File: src/rtl/uart_rx_controller.sv
// UART receive sequencer: start detect, mid-bit sampling, deserializer write strobes, stop check.
// Define UART_RX_PARITY_EN to insert an even-parity bit between the data and the stop bit.
module uart_rx_controller #(
  parameter int DATA_WIDTH = 8,
  parameter int OVERSAMPLE = 16
) (
  input  logic                          clk,
  input  logic                          reset_n,
  input  logic                          s_tick,
  input  logic                          rx,
  output logic                          deser_enable,
  output logic [$clog2(DATA_WIDTH)-1:0] data_index,
  output logic                          sampled_bit,
  output logic                          rx_busy,
  output logic                          rx_done,
`ifdef UART_RX_PARITY_EN
  output logic                          parity_error,
`endif
  output logic                          frame_error
);

  localparam int TW = $clog2(OVERSAMPLE);
  localparam int IW = $clog2(DATA_WIDTH);
  localparam logic [TW-1:0] TICK_MID  = TW'(OVERSAMPLE/2 - 1);
  localparam logic [TW-1:0] TICK_LAST = TW'(OVERSAMPLE - 1);
  localparam logic [IW-1:0] BIT_LAST  = IW'(DATA_WIDTH - 1);

`ifdef UART_RX_PARITY_EN
  typedef enum logic [2:0] {IDLE, START, DATA, PARITY, STOP} state_t;
`else
  typedef enum logic [1:0] {IDLE, START, DATA, STOP} state_t;
`endif

  state_t          r_state, w_state_nxt;
  logic            r_rx_meta, r_rx_s;
  logic [TW-1:0]   r_tick_cnt, w_tick_nxt;
  logic [IW-1:0]   r_bit_cnt, w_bit_nxt;
  logic            r_deser_en, w_deser_en;
  logic [IW-1:0]   r_data_index, w_data_index;
  logic            r_sampled_bit, w_sampled_bit;
  logic            r_busy;
  logic            r_done, w_done;
  logic            r_ferr, w_ferr;
`ifdef UART_RX_PARITY_EN
  logic            r_par, w_par_nxt;
  logic            r_par_bad, w_par_bad_nxt;
  logic            r_perr, w_perr;
`endif

  // rx is asynchronous to clk; idle level is high so the synchronizer resets to 1
  always_ff @(posedge clk or negedge reset_n) begin
    if (!reset_n) begin
      r_rx_meta <= 1'b1;
      r_rx_s    <= 1'b1;
    end else begin
      r_rx_meta <= rx;
      r_rx_s    <= r_rx_meta;
    end
  end

  always_ff @(posedge clk or negedge reset_n) begin
    if (!reset_n) begin
      r_state       <= IDLE;
      r_tick_cnt    <= '0;
      r_bit_cnt     <= '0;
      r_deser_en    <= 1'b0;
      r_data_index  <= '0;
      r_sampled_bit <= 1'b0;
      r_busy        <= 1'b0;
      r_done        <= 1'b0;
      r_ferr        <= 1'b0;
`ifdef UART_RX_PARITY_EN
      r_par         <= 1'b0;
      r_par_bad     <= 1'b0;
      r_perr        <= 1'b0;
`endif
    end else begin
      r_state       <= w_state_nxt;
      r_tick_cnt    <= w_tick_nxt;
      r_bit_cnt     <= w_bit_nxt;
      r_deser_en    <= w_deser_en;
      r_data_index  <= w_data_index;
      r_sampled_bit <= w_sampled_bit;
      r_busy        <= (r_state != IDLE);
      r_done        <= w_done;
      r_ferr        <= w_ferr;
`ifdef UART_RX_PARITY_EN
      r_par         <= w_par_nxt;
      r_par_bad     <= w_par_bad_nxt;
      r_perr        <= w_perr;
`endif
    end
  end

  always_comb begin
    w_state_nxt   = r_state;
    w_tick_nxt    = r_tick_cnt;
    w_bit_nxt     = r_bit_cnt;
    w_deser_en    = 1'b0;
    w_data_index  = r_data_index;
    w_sampled_bit = r_sampled_bit;
    w_done        = 1'b0;
    w_ferr        = 1'b0;
`ifdef UART_RX_PARITY_EN
    w_par_nxt     = r_par;
    w_par_bad_nxt = r_par_bad;
    w_perr        = 1'b0;
`endif
    case (r_state)
      IDLE: if (!r_rx_s) w_state_nxt = START;
      START: begin
        if (s_tick) begin
          if (r_tick_cnt == TICK_MID) begin
            if (!r_rx_s) begin
              w_state_nxt = DATA;
              w_bit_nxt   = '0;
`ifdef UART_RX_PARITY_EN
              w_par_nxt   = 1'b0;
`endif
            end else begin
              w_state_nxt = IDLE;
            end
          end else begin
            w_tick_nxt = r_tick_cnt + 1'b1;
          end
        end
      end
      DATA: begin
        if (s_tick) begin
          if (r_tick_cnt == TICK_LAST) begin
            w_deser_en    = 1'b1;
            w_data_index  = r_bit_cnt;
            w_sampled_bit = r_rx_s;
            w_tick_nxt    = '0;
`ifdef UART_RX_PARITY_EN
            w_par_nxt     = r_par ^ r_rx_s;
`endif
            if (r_bit_cnt == BIT_LAST) begin
`ifdef UART_RX_PARITY_EN
              w_state_nxt = PARITY;
`else
              w_state_nxt = STOP;
`endif
            end else begin
              w_bit_nxt = r_bit_cnt + 1'b1;
            end
          end else begin
            w_tick_nxt = r_tick_cnt + 1'b1;
          end
        end
      end
`ifdef UART_RX_PARITY_EN
      PARITY: begin
        if (s_tick) begin
          if (r_tick_cnt == TICK_LAST) begin
            // held until STOP so the error pulses with rx_done
            w_par_bad_nxt = r_rx_s ^ r_par;
            w_state_nxt   = STOP;
          end else begin
            w_tick_nxt = r_tick_cnt + 1'b1;
          end
        end
      end
`endif
      STOP: begin
        if (s_tick) begin
          if (r_tick_cnt == TICK_LAST) begin
            w_done      = 1'b1;
            w_ferr      = ~r_rx_s;
`ifdef UART_RX_PARITY_EN
            w_perr      = r_par_bad;
`endif
            w_state_nxt = IDLE;
          end else begin
            w_tick_nxt = r_tick_cnt + 1'b1;
          end
        end
      end
      default: w_state_nxt = IDLE;
    endcase
    if (w_state_nxt != r_state) w_tick_nxt = '0;
  end

  assign deser_enable = r_deser_en;
  assign data_index   = r_data_index;
  assign sampled_bit  = r_sampled_bit;
  assign rx_busy      = r_busy;
  assign rx_done      = r_done;
  assign frame_error  = r_ferr;
`ifdef UART_RX_PARITY_EN
  assign parity_error = r_perr;
`endif

endmodule

File: config.mk
export PLATFORM = sky130hd
export DESIGN_NAME = uart_rx_controller
export DESIGN_NICKNAME = d
export VERILOG_FILES = /design/src/rtl/uart_rx_controller.sv
export SDC_FILE = /design/constraint.sdc
export NUM_CORES = 1
export LEC_CHECK = 0
export CAP_MARGIN = 20
export CORE_MARGIN = 8
export CORE_UTILIZATION = 40
export CTS_CLUSTER_DIAMETER = 60
export DETAILED_ROUTE_END_ITERATION = 10
export PLACE_DENSITY = 0.57
export SYNTH_ARGS = -nofsm -noshare
export SYNTH_HDL_FRONTEND = slang
export SYNTH_SLANG_ARGS = --single-unit
export TNS_END_PERCENT = 50
File: constraint.sdc
create_clock -name clk -period 2.3 [get_ports clk]
set_input_delay 0.46 -clock clk [delete_from_list [all_inputs] [get_ports clk]]
set_output_delay 0.46 -clock clk [all_outputs]
set_load 0.05 [all_outputs]
==> impl_metrics.yaml, run 1 <==
finish:
  final_cell_area_um2: 1290
  syn2layout_area_growth_pct: 14.1
  diodes: 0
  drive_gt1_frac: 0.204
  nNetsFinal: 126
clock_tree:
  cts_tree: "yes"
  clock_latency_ps: 290
  cts_setup_buffers: 0
  h-tree-depth: 1
  cts-resized-gates: 0
  ctsHoldBuffers: 0
  cts.path.max_buffers: 2
  clock-root-buffer: "clkbuf_4"
  path_clk_slew_ps: 110
  cts_buffers: 3
  clock-sinks: 19
pwr:
  ir_drop_v: 0.000522
  pwr-share-seq: 0.415
  power.share.switching: 0.417
  internal-power_w: 0.000683
  switching_power_w: 0.000489
  power_frac_clock: 0.145
  power.leakage_nw: 0.521
  combPwrFrac: 0.441
  p_per_area_nw_per_um2: 912
status:
  status: "complete, no violations"
floorplanning:
  rows: 19
  die-area_um2: 4770
  die_y_um: 69.1
  core_um2: 2710
  die_w_um: 69.1
  start_util: 0.416
  pin_count: 12
timing:
  fin_crit_sh: 0.913
  period_needed_ps: 2100
  relSlewSlack: 0.658
  setup_ws_ps: 200
  grt_setup_unrepaired: "false"
  finalSetupTns_ps: 0
  final_hold_viol_count: 0
  worstMarginPinSlew_ps: 511
  fmax_mhz: 476
  finalClockSkew_ps: 3.12
  setup_violations: 0
  slew_viol_final: 0
hold_path:
  worst_hold_path_type: "register to register"
synthesis:
  netlist_area_um2: 1130
  synthCells: 100
  synth-main-ff-cell: "dfrtp_1"
  synth_cell_type_count: 39
  synth_edf_count: 0
  avgSynthCellArea_um2: 11.3
  ys_seq_area_frac: 0.424
  ys_top_cells_by_count: "dfrtp_1, ha_1, inv_1"
  synth.area.top_cells: "dfrtp_1, ha_1, mux2_2"
  yosysTopAreaCell: "dfrtp_1"
  ys_seq_elements: 19
  yosysWarnings: 0
  synth_top_area_frac: 0.377
  yosysMostFrequentCell: "dfrtp_1"
  synth_nets: 112
  async_flop_share: 1.00
worst_setup_path:
  path_class: "register to register"
  path_max_fanout: 7
  start_kind: "register"
  end_kind: "register"
  arrival_ps: 2270
  crit_required_ps: 2470
run:
  max_cap_violations: 0
detailed_routing:
  drt-initial-drc-count: 22
  viasPerCell: 5.67
  ant_nets: 0
  vias: 817
  wl_met3_um: 64
  wl_mm: 2.29
  wl_met1_mm: 1.18
  drc_errors: 0
  dr.pass1.iters: 4
  dr.max_layer_used: "met4"
  dr_wl_met2_mm: 1.01
  wl_per_cell_um: 15.9
grt:
  groute.usage.overall: 0.102
  antenna_found_initial: 0
  grt.overflow.total: 0
  grt_max_degree: 12
  first_global_vias: 842
  grt_pass1_wl_mm: 4.12
placed_design:
  dp_hpwl_mm: 1.71
  numPortBuffers: 11
  place_area_um2: 1260
  gp_congestion: 0.845
  post-place-ws_ps: 140
==> through the flow <==
step           total power (W)  hold WS (ps)  utilization  std cells
2_1_floorplan         0.000886           164            -        100
3_3_place_gp           0.00100           348        0.465        140
3_5_place_dp           0.00101           349        0.465        140
4_1_cts                0.00119           366        0.475        144
5_1_grt                0.00125           372        0.475        144
6_report               0.00117           364        0.475        144
==> worst paths after layout <==
| kind | start | end | slack, ps | cells past startpoint |
|---|---|---|---|---|
| min reg2reg | r_rx_meta | r_rx_s | 360 | 0 |
| max in group asynchronous | reset_n | r_bit_cnt[0] | 1320 | 2 |
| max | r_state[1] | r_tick_cnt[3] | 200 | 6 |
| min | r_rx_meta | r_rx_s | 360 | 0 |
| min in group asynchronous | reset_n | rx_busy | 470 | 1 |
| max reg2reg | r_state[1] | r_tick_cnt[3] | 200 | 6 |
==> layer usage <==
| layer | track usage | up-vias |
|---|---|---|
| met1 | 0.132 | 400 |
| met3 | 0.0215 | 4 |
| li1 | - | 395 |
| met4 | 0.0410 | 0 |
| met2 | 0.159 | 18 |
| met5 | 0 | - |
==> layout by cell type (no fill, tap or decap), drive strengths merged, types with 3 or more instances in the layout <==
master         Yosys  routed
dfrtp             17      17
clkdlybuf4s50      0      11
inv                8       8
ha                 8       8
o21ai              8       8
nand2              7       7
nor2               5       5
mux2               5       5
a211oi             4       4
clkbuf             0       4
mux2i              3       3
buf                5       3
==> area by class of cell <==
cell class                      count  area, um^2
Fill cell                         266        1420
Timing Repair Buffer               14         133
Multi-Input combinational cell     68         581
Sequential cell                    19         478
Inverter                            8        30.0
Tap cell                           31        38.8
Clock buffer                        4        26.3
==> cells by family (layout without fill, tap and decap cells) <==
kind of cell | Yosys count | after routing | share of synthesized area
multiplexers | 8 | 8 | 0.0766
AO/OA/AOI/OAI | 24 | 24 | 0.186
AND/OR/NAND/NOR | 28 | 28 | 0.163
buffers and inverters | 13 | 26 | 0.0610
flip-flops | 19 | 19 | 0.424
adder cells (fa/ha/maj) | 8 | 8 | 0.0888
==> power groups by stage <==
stage	Clock, W	Sequential, W	Combinational, W
6_report	0.000169	0.000486	0.000517
3_3_place_gp	0	0.000489	0.000514
5_1_grt	0.000187	0.000497	0.000570
2_1_floorplan	0	0.000530	0.000356
3_5_place_dp	0	0.000491	0.000519
4_1_cts	0.000180	0.000486	0.000521
==> registers in the layout (all words and copies together) (netlist names) <==
name and cells:
r_tick_cnt 4, r_rx_meta 1, data_index 3, r_rx_s 1
r_bit_cnt 3, sampled_bit 1, rx_done 1, r_state 2
rx_busy 1, frame_error 1, deser_enable 1
==> worst max-delay path: stages (launching register included) <==
cell and delay (ps):
dfrtp_1 460, inv_1 140, ha_1 300, nand4b_1 260, o21ai_1 170, a2111oi_4 550
nor4b_2 100
Note: power is estimated with default switching activity, not from simulation.
==> run 2, diff against run 1 <==
PLACE_DENSITY = default   (was 0.57)
==> run 2 against run 1 <==
Utilization is 0.14 points higher; via count is 1.1% lower; fmax is 2.1% higher; clock skew is 0.75 ps higher; register-to-register slack better by 40 ps; global-route usage is 0.58 points lower; worst setup slack better by 43 ps; first-iteration DRC count is 86% higher; combinational power is 3.9% higher; sequential share of layout area is 0.11 points lower.
==> impl_metrics.yaml, run 2 (synthesis gave the netlist of run 1 again) <==
status:
  status: "complete, no violations"
timing:
  slew_viol_final: 0
  hold_slack_ps: 368
  worstMarginPinSlew_ps: 518
  final_hold_viol_count: 0
  period_needed_ps: 2060
  relSlewSlack: 0.654
  fmax_mhz: 486
  fin_crit_sh: 0.894
  finalClockSkew_ps: 3.87
  finalSetupTns_ps: 0
  setup_violations: 0
  grt_setup_unrepaired: "false"
pwr:
  combPwrFrac: 0.447
  switching_power_w: 0.000508
  power.leakage_nw: 0.520
  pwr-share-seq: 0.405
  internal-power_w: 0.000694
  p_per_area_nw_per_um2: 932
  ir_drop_v: 0.000591
  power.share.switching: 0.422
  power_frac_clock: 0.148
detailed_routing:
  dr.pass1.iters: 4
  vias: 808
  viasPerCell: 5.61
  drt-initial-drc-count: 41
  wl_per_cell_um: 15.8
  ant_nets: 0
  wl_mm: 2.28
  drc_errors: 0
floorplanning:
  start_util: 0.416
  die-area_um2: 4770
  die_y_um: 69.1
  pin_count: 12
  core_um2: 2710
  die_w_um: 69.1
  rows: 19
worst_setup_path:
  path_class: "register to register"
  crit_buf_inv: 1
  worstPathCellList: "inv_1 -> ha_1 -> o21bai_1 -> a32oi_2 -> o21ai_0 -> a211oi_1"
  end_kind: "register"
  crit_path_max_incr_delay_ps: 470
  arrival_ps: 2270
  path_max_fanout: 11
  cp_top_family: "compound AO/OA/AOI/OAI gates"
  reg2reg_depth: 6
  path_depth: 6
  crit_required_ps: 2510
  crit_path_top_delay_cell: "dfrtp_1"
  start_kind: "register"
clock_tree:
  cts_buffers: 3
  cts_tree: "yes"
  clock-root-buffer: "clkbuf_4"
  cts.path.max_buffers: 2
  path_clk_slew_ps: 120
  cts_setup_buffers: 0
  cts-resized-gates: 0
  clock-sinks: 19
  ctsHoldBuffers: 0
  clock_latency_ps: 300
  h-tree-depth: 1
finish:
  largest_reg_flops: 4
  final_core_util: 0.476
  diodes: 0
  mostFrequentLayoutCells: "dfrtp_1, clkdlybuf4s50_1, inv_1, ha_1"
  largest_register: "r_tick_cnt"
  fill_cells: 267
  syn2layout_area_growth_pct: 14.4
  nNetsFinal: 126
  final_common_cell: "dfrtp_1"
  drive_gt1_frac: 0.212
  final_cells: 144
grt:
  grt.overflow.total: 0
  grt_max_degree: 20
  grt_pass1_wl_mm: 3.84
  groute.usage.overall: 0.0960
  antenna_found_initial: 0
  first_global_vias: 840
hold_path:
  worst_hold_path_type: "register to register"
  whs_path_depth: 0
placed_design:
  numPortBuffers: 11
  numPlacedInstances: 140
  gp_congestion: 0.819
  dp_hpwl_mm: 1.68
run:
  max_cap_violations: 0
==> run 2: stage by stage <==
step	cell area, um^2	total power (W)	setup WS (ps)
detailed placement	1260	0.00103	129
floorplan	1130	0.000886	453
global placement	1260	0.00101	196
global route	1290	0.00128	110
finish	1290	0.00120	243
CTS	1290	0.00122	241
==> run 2: path summary, 6_finish.rpt <==
path                       slack (ps)        from            end
setup / recovery                  240  r_state[0]  r_tick_cnt[1]
setup reg to reg                  240  r_state[0]  r_tick_cnt[1]
min in group asynchronous         470     reset_n   deser_enable
max in group asynchronous        1570     reset_n         r_rx_s
hold / removal                    370   r_rx_meta         r_rx_s
hold reg to reg                   370   r_rx_meta         r_rx_s
==> run 2: cell type report <==
class                           instances  area, um^2  share of cell area
Sequential cell                        19         478               0.371
Clock buffer                            3        22.5              0.0175
Timing Repair Buffer                   14         133               0.103
Clock inverter                          1        7.51             0.00582
Tap cell                               31        38.8              0.0301
Inverter                                8        30.0              0.0233
Multi-Input combinational cell         68         581               0.450
==> run 2: per-layer routing <==
layer  vias to the layer above  GRT usage  share of wire  routed length (um)
met5                         -          0              0                   0
met4                         0     0.0638         0.0083                  19
met3                         2     0.0258          0.042                  96
met2                         9      0.156           0.49                1130
met1                       403      0.107           0.45                1040
li1                        394          -              -                   -
==> run 2: worst register-to-register path, delay by kind of cell, from the launching register on <==
family                   cells  cell delay (ps)
adder cells (fa/ha/maj)      1              460
flip-flops                   1              470
AO/OA/AOI/OAI                4              940
buffers and inverters        1              110
==> run 2: power groups by stage <==
stage,Clock [W],Sequential (W),Combinational (W)
after floorplan,0,0.000530,0.000356
after global placement,0,0.000490,0.000519
after detailed placement,0,0.000492,0.000535
after CTS,0.000193,0.000485,0.000539
after global routing,0.000198,0.000499,0.000584
final,0.000178,0.000487,0.000537
==> run 3, diff against run 2 <==
CORE_UTILIZATION = 55   (was 40)
PLACE_DENSITY = 0.78   (was default)
==> run 3 against run 2 <==
Worst hold slack worse by 2.2 ps; final area down 0.68%; utilization is 18 points higher; via count up 3.1%; sequential power hardly changed; clock skew shrank 1.8 ps; total power down 1.7%; clock power is 5% lower; flip-flop and latch count stayed put; non-clock buffer count is the same; worst setup slack got worse by 4.3 ps.
==> impl_metrics.yaml, run 3 (synthesis gave the netlist of run 1 again) <==
timing:
  slew_viol_final: 0
  finalClockSkew_ps: 2.05
  fmax_mhz: 485
  setup_violations: 0
  period_needed_ps: 2060
  fin_crit_sh: 0.896
  worstMarginPinSlew_ps: 508
  grt_setup_unrepaired: "false"
  finalSetupTns_ps: 0
  relSlewSlack: 0.660
  final_hold_viol_count: 0
worst_setup_path:
  crit_path_top_delay_cell: "dfrtp_1"
  r2r-end: "r_tick_cnt[0]"
  cp_top_family: "compound AO/OA/AOI/OAI gates"
  reg2reg_depth: 6
  crit_path_max_incr_delay_ps: 460
  path_max_fanout: 8
  crit_required_ps: 2520
  arrival_ps: 2280
  end_kind: "register"
  worstPathCellList: "inv_1 -> ha_1 -> o21bai_1 -> a32oi_2 -> or4_4 -> a211oi_2"
  r2r-start: "r_state[0]"
  crit_buf_inv: 1
  path_class: "register to register"
  start_kind: "register"
  r2r_slack_ps: 240
grt:
  first_global_vias: 814
  grt_pass1_wl_mm: 3.82
  grt_max_degree: 12
  groute.usage.overall: 0.136
  antenna_found_initial: 0
  grt.overflow.total: 0
clock_tree:
  clock-sinks: 19
  cts_buffers: 3
  cts_tree: "yes"
  path_clk_slew_ps: 110
  h-tree-depth: 1
  clock_latency_ps: 290
  ctsHoldBuffers: 0
  cts-resized-gates: 0
  cts_setup_buffers: 0
  cts.path.max_buffers: 2
  clock-root-buffer: "clkbuf_4"
finish:
  final_cells: 140
  fill_cells: 165
  nNetsFinal: 126
  largest_register: "r_tick_cnt"
  syn2layout_area_growth_pct: 13.7
  largest_reg_flops: 4
  mostFrequentLayoutCells: "dfrtp_1, clkdlybuf4s50_1, inv_1, ha_1"
  final_cell_area_um2: 1280
  drive_gt1_frac: 0.204
  final_common_cell: "dfrtp_1"
  diodes: 0
floorplanning:
  die_w_um: 61.3
  die-area_um2: 3750
  die_y_um: 61.3
  rows: 16
  pin_count: 12
  core_um2: 1940
  start_util: 0.581
placed_design:
  numPortBuffers: 11
  dp_hpwl_mm: 1.73
  numPlacedInstances: 136
  place_area_um2: 1250
  gp_congestion: 0.917
pwr:
  p_per_area_nw_per_um2: 922
  power.leakage_nw: 0.521
  finalPower_w: 0.00118
  ir_drop_v: 0.000685
hold_path:
  whs_path_depth: 0
  holdPathEnd: "r_rx_s"
  min_from: "r_rx_meta"
  worst_hold_path_type: "register to register"
detailed_routing:
  drt-initial-drc-count: 19
  viasPerCell: 5.95
  ant_nets: 0
  drc_errors: 0
  wl_mm: 2.28
  vias: 833
  dr.pass1.iters: 4
  wl_per_cell_um: 16.3
status:
  status: "complete, no violations"
run:
  max_cap_violations: 0
run 3: how the worst max path moves through the flow:
stage	cells past startpoint	to	startpoint
final	6	r_tick_cnt[0]	r_state[0]
after global routing	6	r_tick_cnt[1]	r_state[1]
after CTS	6	r_tick_cnt[0]	r_state[0]
after detailed placement	5	r_tick_cnt[0]	s_tick
after global placement	5	r_tick_cnt[0]	s_tick
after floorplan	6	r_bit_cnt[0]	r_state[0]
run 3: metrics by stage:
stage | setup WS, ps | hold WS (ps) | utilization
floorplan | 453 | 164 | -
global placement | 209 | 347 | 0.646
CTS | 261 | 369 | 0.660
detailed placement | 158 | 354 | 0.646
global route | 166 | 373 | 0.660
finish | 239 | 366 | 0.660
run 3: where the power goes:
group	total, W	switching (W)	internal, W
sequential	0.000489	0.0000877	0.000401
clock	0.000169	0.000101	0.0000675
combinational	0.000524	0.000309	0.000215
run 3: cell type report:
| class | count | area (um^2) | area share |
|---|---|---|---|
| clock buffer | 4 | 26.3 | 0.0205 |
| inverter | 8 | 30.0 | 0.0234 |
| multi-input combinational | 68 | 581 | 0.453 |
| sequential | 19 | 478 | 0.373 |
| tap | 27 | 33.8 | 0.0264 |
| timing repair buffer | 14 | 133 | 0.104 |
run 3: routing by layer:
layer  wire [um]  GRT usage  part of all wire  vias to the layer above
met4          27     0.0498             0.012                        0
met3         123     0.0355             0.054                        5
met1        1030      0.168              0.45                      417
met5           0          0                 0                        -
met2        1100      0.219              0.48                       16
li1            -          -                 -                      395
